## src/rtl/fifo_stream_writer.sv

```systemverilog
// Streams a LEN-word burst from a valid/ready source into the operand FIFO, tracking a mirror
// occupancy count so the flag-less FIFO never exceeds DEPTH-1. Option: STREAM_WRITER_OCC_EN.
module fifo_stream_writer #(
   parameter int DATA_BITWIDTH = 8,
   parameter int ADDR_BITWIDTH = 4,
   parameter int LEN_BITWIDTH  = 8
) (
   input  logic                     clk,
   input  logic                     rstN,
   input  logic                     start,
   input  logic [LEN_BITWIDTH-1:0]  len,
   output logic                     busy,
   output logic                     done,
   input  logic                     s_valid,
   input  logic [DATA_BITWIDTH-1:0] s_data,
   output logic                     s_ready,
   input  logic                     fifo_re,
   output logic                     fifo_we,
   output logic [DATA_BITWIDTH-1:0] fifo_din,
`ifdef STREAM_WRITER_OCC_EN
   output logic [ADDR_BITWIDTH-1:0] occ_out,
   output logic                     almost_full,
`endif
   output logic [1:0]               state_dbg
);

   // Handshake: a word moves when s_valid && s_ready at a rising edge; s_ready never
   // depends on s_valid, and the source must hold s_data while s_valid is high and not accepted.

   localparam int DEPTH = 1 << ADDR_BITWIDTH;
   localparam logic [ADDR_BITWIDTH:0]   FULL_LIM = (ADDR_BITWIDTH+1)'(DEPTH - 1);
   localparam logic [LEN_BITWIDTH-1:0]  REM_ONE  = LEN_BITWIDTH'(1);
   localparam logic [ADDR_BITWIDTH-1:0] OCC_ZERO = '0;

   typedef enum logic [1:0] {
      IDLE  = 2'd0,
      LOAD  = 2'd1,
      FLUSH = 2'd2
   } state_t;

   state_t                     state_q, state_d;
   logic [LEN_BITWIDTH-1:0]    rem_q, rem_d;
   logic [ADDR_BITWIDTH-1:0]   occ_q, occ_d;
   logic                       we_q, we_d;
   logic [DATA_BITWIDTH-1:0]   din_q, din_d;
   logic                       done_q, done_d;

   logic [ADDR_BITWIDTH:0]     occ_inflight;
   logic [ADDR_BITWIDTH-1:0]   we_ext;
   logic [ADDR_BITWIDTH-1:0]   pop_ext;
   logic                       ready_c;
   logic                       accept;
   logic                       pop;

   always_comb begin
      // Conservative limit: counts the write already in flight, ignores a same-cycle pop.
      occ_inflight = {1'b0, occ_q} + {{ADDR_BITWIDTH{1'b0}}, we_q};
      ready_c      = (state_q == LOAD) && (rem_q != '0) && (occ_inflight < FULL_LIM);
      accept       = s_valid && ready_c;
      pop          = fifo_re && (occ_q != OCC_ZERO);
      we_ext       = {{(ADDR_BITWIDTH-1){1'b0}}, we_q};
      pop_ext      = {{(ADDR_BITWIDTH-1){1'b0}}, pop};
      occ_d        = occ_q + we_ext - pop_ext;

      state_d = state_q;
      rem_d   = rem_q;
      we_d    = 1'b0;
      din_d   = din_q;
      done_d  = 1'b0;

      case (state_q)
         IDLE: begin
            if (start) begin
               rem_d   = len;
               state_d = (len == '0) ? FLUSH : LOAD;
            end
         end
         LOAD: begin
            if (accept) begin
               we_d  = 1'b1;
               din_d = s_data;
               rem_d = rem_q - REM_ONE;
               if (rem_q == REM_ONE) state_d = FLUSH;
            end
         end
         FLUSH: begin
            // The last write is on the FIFO input during this cycle; done follows it.
            state_d = IDLE;
            done_d  = 1'b1;
         end
         default: state_d = IDLE;
      endcase
   end

   always_ff @(posedge clk or negedge rstN) begin
      if (!rstN) begin
         state_q <= IDLE;
         rem_q   <= '0;
         occ_q   <= '0;
         we_q    <= 1'b0;
         din_q   <= '0;
         done_q  <= 1'b0;
      end else begin
         state_q <= state_d;
         rem_q   <= rem_d;
         occ_q   <= occ_d;
         we_q    <= we_d;
         din_q   <= din_d;
         done_q  <= done_d;
      end
   end

   assign busy      = (state_q != IDLE);
   assign done      = done_q;
   assign s_ready   = ready_c;
   assign fifo_we   = we_q;
   assign fifo_din  = din_q;
   assign state_dbg = state_q;

`ifdef STREAM_WRITER_OCC_EN
   localparam logic [ADDR_BITWIDTH-1:0] AF_LIM = ADDR_BITWIDTH'(DEPTH - 2);
   assign occ_out     = occ_q;
   assign almost_full = (occ_q >= AF_LIM);
`endif

endmodule

```

## config.mk

```make
export PLATFORM = sky130hd
export DESIGN_NAME = fifo_stream_writer
export DESIGN_NICKNAME = d
export VERILOG_FILES = /design/src/rtl/fifo_stream_writer.sv
export SDC_FILE = /design/constraint.sdc
export NUM_CORES = 1
export LEC_CHECK = 0
export ABC_AREA = 0
export CORE_MARGIN = 2
export CORE_UTILIZATION = 30
export CTS_CLUSTER_SIZE = 30
export DETAILED_ROUTE_END_ITERATION = 6
export GPL_TIMING_DRIVEN = 0
export HOLD_SLACK_MARGIN = 0.12
export SETUP_SLACK_MARGIN = 0.05
export SLEW_MARGIN = 15
export SYNTH_ARGS = -nofsm -noshare
export SYNTH_HDL_FRONTEND = slang
export SYNTH_SLANG_ARGS = --single-unit
```

## constraint.sdc

```tcl
create_clock -name clk -period 2.3 [get_ports clk]
set_clock_uncertainty 0.2 [all_clocks]
set_input_delay 0.23 -clock clk [delete_from_list [all_inputs] [get_ports clk]]
set_output_delay 0.23 -clock clk [all_outputs]
set_load 0.02 [all_outputs]
```

==> results_dict.tcl, run 1 <==
set metrics [dict create \
    status "complete, but fails checks" \
    violations "negative setup slack" \
    report.final.setup_viol 12 \
    drv_slew 0 \
    clock.fmax_mhz 429.5 \
    seqPwrFrac_pct 27.7 \
    syn-cell-area_um2 1428 \
    die_height_um 72.99 \
    crit_fanout 5 \
    drt_wl_total_mm 3.557 \
    intPower_mw 1.751 \
    synth.area.top_cells "dfrtp_1, ha_1, mux2_2, inv_1, a41oi_1" \
    rows 25 \
    vias 1162 \
    clkPwrFrac_pct 8.6 \
    antenna_found_initial 0 \
    cp.arrival_ps 2280 \
    grtUsageTotal_pct 13.91 \
    gp_congestion 0.8695 \
    p_sw_mw 1.268 \
    cpPeakStageDelay_ps 430 \
    ys_seq_area_share_pct 42.07 \
    avgSynthCellArea_um2 11.15 \
    path_cells "ha_4, ha_4, nor2b_4, o2111a_2, a211oi_4, buf_6, mux2_2" \
    grt-ovfl-total 0 \
    grtUsageMet3_pct 3.453 \
    post-place-ws_ps -212.2 \
    fp.dieArea_um2 5327 \
    critPathSlowestCell "dfrtp_2" \
    drv_cap 0 \
    slew_headroom_pct 61.68 \
    tightest_slew_ps 574.8 \
    rsz0062_at_grt "yes" \
    p_per_area_nw_per_um2 1472 \
    pwr-share-comb_pct 63.7 \
    min_period_over_period_pct 101.2 \
    min_path_type "input port to asynchronous set/reset pin" \
    final_cell_mix "clkdlybuf4s50_1, dfrtp_1, inv_1" \
    use_met1_pct 17.72 \
    path_class "flop to flop" \
    syn_nets 162 \
    syn_inst 128 \
    critPathMostFrequentCell "ha_4" \
    clock-sinks 24 \
    cts_max_path_buffers 2 \
    required_ps 2250 \
    htreeDepth 1 \
    core_area_um2 4661 \
    cts_root_buffer "clkbuf_8" \
    syn2layout_area_growth_pct 43.65 \
    grt_max_degree 25 \
    crit_family "compound AO/OA/AOI/OAI gates" \
    final_area_um2 2051 \
    cts_tree "built" \
    yosysWarningCount 0 \
    grt_pass1_vias 1202 \
    synth_cell_types 41 \
    start_util_pct 30.63 \
    final_common_cell "clkdlybuf4s50_1" \
    num_io_pins 35 \
    clk_pin_slew_ps 90 \
    use_met2_pct 23.72 \
    via_per_inst 5.096 \
    clk_latency_ps 270 \
    finalHoldViolCount 0 \
    leakage_nw 0.8533 \
    swShare_pct 41.99 \
    busiest_layer "met2" \
    synth_top_area_share_pct 42.07 \
    worst_setup_path_start_kind "flop" \
    dieWidth_um 72.99 \
    grt_pass1_wl_mm 5.699 \
    cts_made_buffers 3 \
    vdd_drop_max_uv 621.1 \
    wire_per_inst_um 15.60 \
    path_buf_inv 1 \
    insertedDiodeCount 0 \
    placed_area_um2 1834 \
    endpoint_kind "flop" \
    ys_seq_elements 24 \
    first_iter_violations 65 \
    ant_nets 0 \
    drive_above_1_share_pct 27.59 \
    setup_slack_ps -28.32 \
    fin_nets 209 \
    firstDrtPassIters 4 \
    layout_min_cycle_time_ps 2328 \
    synth_area_leader_cell "dfrtp_1" \
    drc_errors 0 \
    dp_hpwl_mm 2.415 \
    io_buffers 34 \
]
[cells in the mapped netlist]
cell,n
o22a_1,1
nand2_1,7
nand3_1,1
o2bb2ai_1,1
o32a_1,1
a211oi_1,1
a21o_1,1
a211oi_2,1
o32ai_1,4
o32a_2,1
nand2b_1,2
fa_1,1
nor3_1,4
or4_4,1
and2_2,1
xnor2_1,2
nand2b_4,1
clkbuf_1,1
nor2_1,2
o221ai_1,1
a21oi_1,4
nor2b_1,2
nor4_1,3
dfrtp_1,24
o31ai_1,2
nor4b_4,1
clkbuf_2,1
mux2_2,8
buf_6,1
a31oi_1,2
o21a_1,4
o21ai_0,3
inv_1,13
clkbuf_8,1
and2b_2,1
ha_1,12
o2111a_1,1
a41oi_1,5
mux2i_1,1
xor2_1,1
nor3b_1,3
[layer usage]
layer | wire, um | vias up
met4 | 33 | 0
met3 | 93 | 2
met2 | 1830 | 19
met1 | 1600 | 577
li1 | - | 564
met5 | 0 | -
[cell families after synthesis]
group           after synthesis  share of synthesized area, %
mux                           9                         7.012
compound gates               33                         18.05
flops                        24                         42.07
xor+xnor                      3                         1.841
fa+ha+maj                    13                         11.92
simple gates                 29                         13.32
buf+inv                      17                         5.784
[sequential cells by signal (all words and copies together), names as in the netlist]
register and cells:
fifo_we 1, done 1, occ_q 4, rem_q 8, state_dbg 2, fifo_din 8
[worst register-to-register path: stages (launching register included)]
cell,delay (ps)
dfrtp_2,430
ha_4,170
ha_4,150
nor2b_4,110
o2111a_2,290
a211oi_4,340
buf_6,180
mux2_2,330
[power by group through the flow]
stage	clock network (mW)	registers (mW)	logic, mW
3_3_place_gp	0	0.821	1.58
4_1_cts	0.277	0.827	1.80
5_1_grt	0.295	0.872	2.10
2_1_floorplan	0	0.911	1.02
6_report	0.259	0.837	1.92
3_5_place_dp	0	0.830	1.64
[cell type report]
type | instances | area [um^2]
plain buffers | 4 | 35.03
clock buffers | 4 | 45.04
fillers | 453 | 2610
inverters | 13 | 48.80
multi-input cells | 87 | 854.6
flip-flops and latches | 24 | 603.1
well taps | 54 | 67.56
repair buffers | 42 | 396.6
[metrics by stage]
step	std cells	power, mW	util (%)	hold WS, ps	setup TNS, ps
floorplan	128	1.927	-	-265.6	0
global placement	216	2.405	39.46	293.5	-164.8
detailed placement	216	2.467	39.36	73.16	-215.7
CTS	225	2.901	42.25	316.1	-46.79
global route	228	3.270	44.00	330.6	-1510
finish	228	3.019	44.00	285.0	-163.6
[final timing paths]
check	slack [ps]	depth (start not counted)	startpoint	endpoint
setup / recovery	-30	7	fifo_we	fifo_din[3]
hold / removal	290	2	rstN	state_dbg[1]
setup reg to reg	-30	7	fifo_we	fifo_din[3]
hold reg to reg	310	1	fifo_din[6]	fifo_din[6]
min in group clk	310	1	fifo_din[6]	fifo_din[6]
max in group asynchronous	1210	2	rstN	occ_q[1]
[timing repair]
| item | 4_1_cts | 5_1_grt |
|---|---|---|
| gates cloned | 1 | 0 |
| pin swaps | 0 | 12 |
| hold buffers | 1 | 0 |
| resized for setup | 17 | 17 |
| buffers inserted | 3 | 4 |
| setup endpoints to repair | 17 | 22 |
| hold endpoints to repair | 24 | 0 |
(Power assumes the default switching activity.)
==> run 2: changes to the inputs <==
==> constraint.sdc (replaced) <==
create_clock -name clk -period 2.8 [get_ports clk]
set_clock_uncertainty 0.2 [all_clocks]
set_input_delay 0.28 -clock clk [delete_from_list [all_inputs] [get_ports clk]]
set_output_delay 0.28 -clock clk [all_outputs]
set_load 0.02 [all_outputs]
==> results_dict.tcl, run 2 (synthesized netlist as in run 1, its figures left out) <==
set metrics [dict create \
    status "completed" \
    ant_nets 0 \
    min_path_type "flop to flop" \
    syn2layout_area_growth_pct 32.69 \
    dieWidth_um 72.99 \
    clkPwrFrac_pct 10.8 \
    pwr-share-comb_pct 59.0 \
    endpoint_kind "output pin" \
    wire_per_inst_um 14.36 \
    clock-sinks 24 \
    drive_above_1_share_pct 13.77 \
    core_area_um2 4661 \
    rsz0062_at_grt "no" \
    cpPeakStageDelay_ps 410 \
    antenna_found_initial 0 \
    crit_fanout 3 \
    finalPower_mw 2.238 \
    grt-ovfl-total 0 \
    p_per_area_nw_per_um2 1182 \
    drc_errors 0 \
    gp_congestion 0.9109 \
    via_per_inst 5.176 \
    critPathMostFrequentCell "ha_1" \
    required_ps 2320 \
    path_cells "ha_1, ha_1, nor2b_1, o2111a_1, a211oi_1, dlygate4sd2_1" \
    grt_pass1_vias 1169 \
    final_cell_mix "clkdlybuf4s50_1, dfrtp_1, inv_1" \
    wl_met3_um 106 \
    grt_max_degree 25 \
    cts_max_path_buffers 2 \
    clk_pin_slew_ps 90 \
    critPathSlowestCell "dfrtp_1" \
    report.final.setup_viol 0 \
    htreeDepth 1 \
    finalHoldViolCount 0 \
    path_buf_inv 1 \
    setup_tns_ps 0 \
    dp_hpwl_mm 2.423 \
    seqPwrFrac_pct 30.2 \
    path_class "flop to output pin" \
    grtUsageTotal_pct 13.04 \
    wl_met2_mm 1.538 \
    fp.dieArea_um2 5327 \
    cts_made_buffers 3 \
    crit_family "compound AO/OA/AOI/OAI gates" \
    drt_wl_total_mm 3.174 \
    vias 1144 \
    cts_root_buffer "clkbuf_8" \
    swShare_pct 41.42 \
    tightest_slew_ps 570.5 \
    placed_area_um2 1836 \
    vdd_drop_max_uv 445.5 \
    layout_min_cycle_time_ps 2567 \
    slew_headroom_pct 61.97 \
    insertedDiodeCount 0 \
    topRoutingLayerUsed "met4" \
    fin_nets 202 \
    io_buffers 34 \
    rows 25 \
    first_iter_violations 60 \
    wl_met1_mm 1.451 \
    cts_tree "built" \
    die_height_um 72.99 \
    leakage_nw 0.8108 \
    grt_pass1_wl_mm 5.423 \
    drv_cap 0 \
    final_common_cell "clkdlybuf4s50_1" \
    worst_setup_path_start_kind "flop" \
    start_util_pct 30.63 \
    final_area_um2 1894 \
    clock.fmax_mhz 389.6 \
    min_period_over_period_pct 91.67 \
    p_sw_mw 0.9270 \
    drv_slew 0 \
    firstDrtPassIters 4 \
    utilization_pct 40.64 \
    num_io_pins 35 \
    intPower_mw 1.311 \
    clk_latency_ps 270 \
    cp.arrival_ps 2090 \
]
## run 2: cell types whose count changed in the layout (fill, tap and decap cells not counted), moves of 2 or more
cell / before / now
buf_4: 6 / 0
ha_1: 8 / 12
mux2_2: 4 / 8
mux2_4: 4 / 0
ha_4: 3 / 0
inv_1: 10 / 13
inv_2: 3 / 0
a41oi_1: 3 / 5
a41oi_2: 2 / 0
clkbuf_8: 3 / 5
dfrtp_1: 22 / 24
dfrtp_2: 2 / 0
## run 2: power by group through the flow
stage / registers (mW) / logic, mW / clock network, mW
global route: 0.704 / 1.48 / 0.268
finish: 0.676 / 1.32 / 0.243
floorplan: 0.746 / 0.834 / 0
detailed placement: 0.681 / 1.35 / 0
CTS: 0.678 / 1.34 / 0.257
global placement: 0.672 / 1.30 / 0
## run 2: repair_timing
| action | 4_1_cts | 5_1_grt |
|---|---|---|
| setup endpoints to repair | 1 | 0 |
| hold buffers | 0 | 1 |
| buffers inserted | 0 | 0 |
| endpoints found under the hold margin | 0 | 24 |
| resized for setup | 1 | 0 |
## run 2: through the flow
stage | std cells | setup WS (ps) | hold WS, ps
after CTS | 220 | 203.3 | 330.8
final | 221 | 233.2 | 323.3
after detailed placement | 216 | 226.0 | 296.2
after global routing | 221 | 148.9 | 336.0
after floorplan | 128 | 455.3 | -215.6
after global placement | 216 | 257.2 | 293.3
## run 2: per-layer routing
metal  track usage (%)  vias to the layer above
met1             17.10                      557
met4             5.350                        0
met2             21.52                       29
met5                 0                        -
met3             1.796                        7
li1                  -                      551
## run 2: cell type report
type / instances / area [um^2]
Fill cell: 458 / 2766
Multi-Input combinational cell: 87 / 744.5
Sequential cell: 24 / 600.6
Timing Repair Buffer: 35 / 344.1
Tap cell: 54 / 67.56
Clock buffer: 4 / 55.05
Inverter: 13 / 48.80
Buffer: 4 / 33.78
## run 2: worst paths after layout
check	slack, ps	end	from	depth (start not counted)
max	230	s_ready	fifo_we	6
min	320	fifo_din[1]	fifo_din[1]	1
max reg2reg	430	fifo_din[5]	fifo_we	7
min reg2reg	320	fifo_din[1]	fifo_din[1]	1
max in group asynchronous	1690	fifo_din[2]	rstN	2
min in group asynchronous	330	state_dbg[1]	rstN	2
==> run 3: changes to the inputs <==
--- a/config.mk
+++ b/config.mk
@@ -6,6 +6,7 @@
 export NUM_CORES = 1
 export LEC_CHECK = 0
 export ABC_AREA = 0
+export CORE_ASPECT_RATIO = 0.75
 export CORE_MARGIN = 2
 export CORE_UTILIZATION = 30
 export CTS_CLUSTER_SIZE = 30
==> results_dict.tcl, run 3 (synthesized netlist as in run 1, its figures left out) <==
set metrics [dict create \
    grt_max_degree 25 \
    core_area_um2 4519 \
    required_ps 2320 \
    rr_worst_depth 7 \
    min_period_over_period_pct 89.51 \
    gp_congestion 0.8716 \
    cp.arrival_ps 2030 \
    die_height_um 63.74 \
    first_iter_violations 85 \
    wire_per_inst_um 14.36 \
    start_util_pct 31.59 \
    drive_above_1_share_pct 13.86 \
    vdd_drop_max_uv 639.3 \
    clock.fmax_mhz 399.0 \
    utilization_pct 41.61 \
    drv_cap 0 \
    drt_wl_total_mm 3.202 \
    endpoint_kind "output pin" \
    report.final.setup_viol 0 \
    reg2reg_slack_ps 410 \
    rows 21 \
    ant_nets 0 \
    whs_endpoint "fifo_din[5]" \
    cts_max_path_buffers 2 \
    crit_fanout 3 \
    worst_setup_path_start_kind "flop" \
    cts_root_buffer "clkbuf_8" \
    firstDrtPassIters 4 \
    grtUsageTotal_pct 12.71 \
    htreeDepth 1 \
    grt_pass1_vias 1156 \
    vias 1141 \
    finalPower_mw 2.210 \
    dieWidth_um 83.66 \
    crit_start "fifo_we" \
    clk_pin_slew_ps 80 \
    tightest_slew_ps 558.0 \
    io_buffers 34 \
    cts_made_buffers 3 \
    leakage_nw 0.8032 \
    clk_latency_ps 270 \
    grt-ovfl-total 0 \
    clock-sinks 24 \
    layout_min_cycle_time_ps 2506 \
    r2r_end "fifo_din[1]" \
    hp-start "fifo_din[5]" \
    min_delay_path_depth 1 \
    antenna_found_initial 0 \
    num_io_pins 35 \
    slew_headroom_pct 62.80 \
    status "completed" \
    via_per_inst 5.117 \
    insertedDiodeCount 0 \
    p_per_area_nw_per_um2 1175 \
    finalHoldViolCount 0 \
    drv_slew 0 \
    path_class "flop to output pin" \
    cts_tree "built" \
    final_common_cell "clkdlybuf4s50_1" \
    syn2layout_area_growth_pct 31.73 \
    rsz0062_at_grt "no" \
    fp.dieArea_um2 5332 \
    grt_pass1_wl_mm 5.506 \
    r2r-start "fifo_we" \
    drc_errors 0 \
    fin_nets 202 \
    final_cell_mix "clkdlybuf4s50_1, dfrtp_1, inv_1" \
    min_path_type "flop to flop" \
    setup_tns_ps 0 \
    dp_hpwl_mm 2.477 \
]
==> run 3: changes by cell type in the layout (fill, tap and decap cells not counted), sizes merged <==
cell,before,now
dlygate4sd2,1,0
==> run 3: what timing repair did <==
action | in CTS | in global routing
endpoints found under the hold margin | 0 | 24
endpoints found under the setup margin | 1 | 1
cloned | 0 | 0
gates resized for setup | 1 | 3
buffers inserted | 0 | 0
hold buffers | 0 | 1
==> run 3: worst max-delay path by stage <==
| stage | endpoint | slack, ps | depth (start not counted) |
|---|---|---|---|
| 2_1_floorplan | fifo_din[0] | 460 | 7 |
| 3_3_place_gp | s_ready | 190 | 6 |
| 3_5_place_dp | s_ready | 150 | 6 |
| 4_1_cts | s_ready | 150 | 6 |
| 5_1_grt | s_ready | 170 | 6 |
| 6_report | s_ready | 290 | 6 |
==> run 3: power by group <==
group,internal [mW],switching [mW],total [mW],leakage (nW)
Combinational,0.670,0.662,1.33,0.490
Sequential,0.517,0.156,0.673,0.291
Clock,0.0963,0.109,0.205,0.0216
Total,1.28,0.926,2.21,0.803
==> run 3: critical path: stages (launching register included) <==
cell,delay (ps)
dfrtp_1,410
ha_1,220
ha_1,200
nor2b_1,130
o2111a_1,250
a211oi_1,310
clkbuf_2,230
==> run 3: area by class of cell <==
type / count / area, um^2
fillers: 443 / 2639
multi-input cells: 87 / 744.5
flip-flops and latches: 24 / 600.6
repair buffers: 35 / 340.3
well taps: 57 / 71.32
inverters: 13 / 48.80
clock buffers: 3 / 41.29
plain buffers: 4 / 33.78
==> run 3: metal layers <==
layer	vias up	GRT usage [%]	routed length, um
li1	550	-	-
met4	0	2.419	23
met2	25	20.50	1516
met5	-	0	0
met3	2	3.488	133
met1	564	17.34	1529
==> run 3: stage by stage <==
stage,instance area (um^2),setup slack [ps],cells,hold slack (ps)
after floorplan,1428,455.3,128,-215.6
after global placement,1839,194.1,219,290.1
after detailed placement,1839,150.1,219,297.3
after CTS,1879,149.6,222,314.1
after global routing,1881,172.7,223,322.2
final,1881,293.8,223,309.3
==> patch 1, RTL diff (config.mk and constraints of run 1) <==
Change the parameter `ADDR_BITWIDTH` from 4 to 6.
--- a/src/rtl/fifo_stream_writer.sv
+++ b/src/rtl/fifo_stream_writer.sv
@@ -4,3 +4,3 @@
    parameter int DATA_BITWIDTH = 8,
-   parameter int ADDR_BITWIDTH = 4,
+   parameter int ADDR_BITWIDTH = 6,
    parameter int LEN_BITWIDTH  = 8
Formal check against the unedited RTL: no difference found for any inputs over 10 cycles, from zero or initial values and one cycle with rstN low; that may be too few to reach the edited logic, so the function may still have changed.
==> patch 1 against run 1 <==
Sequential cell count up 2. Critical endpoint is now rem_q[1]$_DFFE_PN0P_. Largest cell class unchanged. Area after synthesis up 18%. Worst setup slack worse by 0.051 ns. Utilization up 4.4 points. Wire length up 15%. Power up 2.8%. Cell area up 29%. The run still ends with setup timing left. Synthesized cell count up 25%. Clock power up 49%. Critical path type unchanged.
==> patch 1: results (changes against run 1) <==
[sta]
finalWorstSetupSlack_ns = -0.0792  ; -0.0509 ns
whs_ns = 0.289  ; +0.00397 ns
timing.final.setup_violations = 19  ; +7
tightest_slew_ns = 0.616  ; +0.0413 ns

[global_route]
use_met1 = 0.177  ; +0.000294
met3_usage = 0.0125  ; -0.0220
grt_use_total = 0.131  ; -0.00860
grt_first_pass_wirelength_um = 6530  ; +15%

[worst_setup_path]
setup.worst_path.end = rem_q[1]$_DFFE_PN0P_
max_stage_delay_ns = 0.45  ; +0.02 ns
worstPathArrival_ns = 2.37  ; +0.09 ns
ff2ff_path_depth = 11  ; +4

[power_and_ir_drop]
total_power_uw = 3100  ; +2.8%
pwr-share-seq = 0.268  ; -0.009

[yosys]
synth_cell_type_count = 45  ; +9.8%
yosys-top-cells-area = dfrtp_1 (38%), ha_1 (13%), mux2_4 (7.1%)
seq_area_frac_synth = 0.385  ; -0.0358
synthTopCellsByCount = dfrtp_1 (26), ha_1 (17), inv_1 (15)

[run_status]
status = complete, but fails checks
violations = setup timing

[placed_design]
place_area_um2 = 2160  ; +18%
place_ws_ns = -0.233  ; -0.0206 ns
dp_hpwl_um = 2670  ; +11%

[finish]
drive_gt1_frac = 0.404  ; +0.129
fillers = 482  ; +6.4%
final_cells = 297  ; +30%

[routing]
drtIter0Drc = 78  ; +20%
num_vias = 1402  ; +21%

-- patch 1: cell types whose count changed in the layout (fill, tap and decap cells not counted), sizes merged, moves of 3 or more --
cell,change
inv,+3
ha,+5
and3,+3
a21oi,+3
xnor2,+3
o21a,-4
o32ai,-4
nor2,+10
buf,+19
nand3,+7
a41oi,-4
-- patch 1: layout make-up --
type	instances	area (um^2)	share of cell area
buffer	3	33.8	0.0128
clock buffer	3	41.3	0.0156
clock inverter	1	30.0	0.0113
inverter	16	62.6	0.0236
multi-input combinational	115	1150	0.436
sequential	26	656	0.248
tap	72	90.1	0.0340
timing repair buffer	61	581	0.219
-- patch 1: routing by layer --
metal / share of wire / wire (um)
met2: 0.48 / 1950
met5: 0 / 0
met1: 0.48 / 1970
met4: 0.012 / 51
met3: 0.031 / 128
-- patch 1: cell families after synthesis --
family	after synthesis	synth area share
xor+xnor	8	0.0459
buf+inv	19	0.0511
compound gates	27	0.119
mux	9	0.0770
flops	26	0.385
simple gates	53	0.184
fa+ha+maj	18	0.138
==> patch 2, RTL diff (settings of run 1) <==
Without the edit above. Take the reset off `din_q` and load it in a clocked block of its own.
--- a/src/rtl/fifo_stream_writer.sv
+++ b/src/rtl/fifo_stream_writer.sv
@@ -100,3 +100,2 @@
          we_q    <= 1'b0;
-         din_q   <= '0;
          done_q  <= 1'b0;
@@ -107,5 +106,8 @@
          we_q    <= we_d;
-         din_q   <= din_d;
          done_q  <= done_d;
       end
+   end
+
+   always_ff @(posedge clk) begin
+      din_q <= din_d;
    end
Formal check against the unedited RTL: differs if rstN is asserted again (counterexample within 4 cycles, from zero or initial values and one cycle with rstN low); with rstN held inactive, the same outputs for 10 cycles.
==> patch 2 against run 1 <==
Non-clock buffer count fell by 6. Sequential cell count unchanged. Area after synthesis shrank 4.6%. Final cell count decreased by 3.1%. Wire length is 7.8% lower. Worst setup slack improved by 0.15 ns. Combinational power is 33% lower. Sequential power decreased by 9.2%. Cell area fell by 8.6%. Power down 24%. Largest cell class unchanged. Largest power group unchanged.
==> patch 2: results (changes against run 1) <==
[yosys]
synth_compound_area_frac = 0.167  ; -0.0134
synth_xor_area_frac = 0.0193  ; +0.000879
seq_area_frac_synth = 0.470  ; +0.0495
synthAdderAreaFrac = 0.125  ; +0.00569
synth_top_family_by_area = compound AO/OA/AOI/OAI gates
synthesis.nets = 161  ; -0.62%
synthFlopType = dfrtp_1
async_flop_share = 0.667  ; -0.333
synth_cell_type_count = 46  ; +12%
synthMuxAreaShare = 0.00735  ; -0.0628
yosys_warnings = 0  ; unchanged
synth_edf_count = 8  ; +8
synthTopCellsByCount = dfrtp_1 (16), inv_1 (14), ha_1 (12)
yosys-top-cells-area = dfrtp_1 (29%), edfxtp_1 (18%), ha_1 (11%)
syn_area_per_cell_um2 = 10.7  ; -3.8%

[finish]
antenna_cells = 0  ; unchanged
nets = 204  ; -2.4%
drive_gt1_frac = 0.124  ; -0.152
fillers = 413  ; -8.8%

[hold_path]
hold_path_class = primary input to asynchronous set/reset pin

[routing]
dr.pass1.iters = 4  ; unchanged
viasPerCell = 5.37  ; +5.4%
routedWlPerCell_um = 14.8  ; -4.9%
num_vias = 1187  ; +2.2%
drtIter0Drc = 65  ; unchanged

[worst_setup_path]
path_max_fanout = 5  ; unchanged
worstPathArrival_ns = 1.75  ; -0.53 ns
crit_path_top_delay_cell = dfrtp_2
max_stage_delay_ns = 0.43  ; about the same

[placed_design]
place_ws_ns = -0.137  ; +0.0754 ns
place_inst = 213  ; -1.4%
routabilityCongestion = 0.813  ; -6.5%
dp_hpwl_um = 2450  ; +1.6%
numPortBuffers = 34  ; unchanged

[clock_tree]
cts_resized = 4  ; -13
cts_root_buf = clkbuf_8
htreeDepth = 1  ; unchanged
cts.path.max_buffers = 2  ; unchanged
clkLatencyLatePin_ns = 0.27  ; about the same
cts_inserted_buffers = 3  ; unchanged
clkTransAtPathRegs_ns = 0.09  ; about the same
cts_post_setup_buffers_inserted = 2  ; -1

[global_route]
antenna_found_initial = 0  ; unchanged
grt_max_degree = 18  ; -28%
grt_use_total = 0.132  ; -0.00696
grt_first_pass_wirelength_um = 5370  ; -5.8%
grt_pass1_vias = 1136  ; -5.5%

[power_and_ir_drop]
p_leak_uw = 0.000771  ; -9.6%
internal_power_uw = 1370  ; -22%
irDropWorstVdd_v = 0.000496  ; -20%

[sta]
slew_headroom = 0.478  ; -0.139

[run_status]
status = finished, final reports clean

[patch 2: changes by cell type after synthesis, moves of 3 or more]
| cell | delta |
|---|---|
| a32o_1 | +3 |
| a41oi_1 | -5 |
| and3_1 | +4 |
| dfrtp_1 | -8 |
| edfxtp_1 | +8 |
| mux2_2 | -8 |
| nor2_1 | +5 |
| nor3b_1 | -3 |
| o21a_1 | -4 |
| o32ai_1 | -3 |
[patch 2: power by group through the flow]
stage	clock network [uW]	logic (uW)	registers, uW
floorplan	0	771	814
global placement	0	1160	770
detailed placement	0	1200	777
CTS	274	1230	770
global route	288	1450	782
finish	261	1280	760
[patch 2: kinds of logic (layout without fill, tap and decap cells)]
family          count (synthesis)  count (layout)
mux                             1               1
simple gates                   39              39
fa+ha+maj                      13              13
compound gates                 30              30
xor+xnor                        3               3
flops                          24              24
buf+inv                        17              59
[patch 2: final cells by class]
class	instances	area, um^2	area share
Inverter	15	56.3	0.0300
Buffer	1	5.00	0.00267
Clock buffer	4	45.0	0.0240
Tap cell	52	65.1	0.0347
Timing Repair Buffer	39	375	0.200
Sequential cell	24	643	0.343
Multi-Input combinational cell	86	684	0.365
[patch 2: path summary, 6_finish.rpt]
| check | startpoint | slack (ns) | cells after the start | end |
|---|---|---|---|---|
| worst min-delay path | rstN | 0.21 | 1 | rem_q[0]$_DFFE_PN0P_ |
| min in group clk | s_data[2] | 0.30 | 1 | fifo_din[2]$_DFFE_PP_ |
| max in group asynchronous | rstN | 1.15 | 1 | fifo_we$_DFF_PN0_ |
| worst min register to register | rem_q[6]$_DFFE_PN0P_ | 0.36 | 1 | rem_q[6]$_DFFE_PN0P_ |
| worst max register to register | fifo_we$_DFF_PN0_ | 0.12 | 6 | rem_q[6]$_DFFE_PN0P_ |
| worst max-delay path | fifo_we$_DFF_PN0_ | 0.12 | 6 | s_ready |
[patch 2: layer usage]
layer	GRT usage	part of all wire	wire (um)	vias up
li1	-	-	-	556
met1	0.175	0.42	1380	575
met2	0.219	0.50	1630	54
met3	0.0366	0.077	253	2
met4	0.0252	0.0052	17	0
met5	0	0	0	-
[patch 2: worst max-delay path: cells and delay by family (launching register included)]
family / cells / cell delay [ns]
AND/OR/NAND/NOR: 1 / 0.12
flip-flops: 1 / 0.43
AO/OA/AOI/OAI: 2 / 0.44
adder cells (fa/ha/maj): 2 / 0.34
buffers and inverters: 1 / 0.15
[patch 2: metrics by stage]
| stage | util | area [um^2] |
|---|---|---|
| after detailed placement | 0.411 | 1790 |
| after global placement | 0.411 | 1790 |
| after CTS | 0.424 | 1840 |
| final | 0.430 | 1870 |
| after floorplan | - | 1380 |
| after global routing | 0.430 | 1870 |
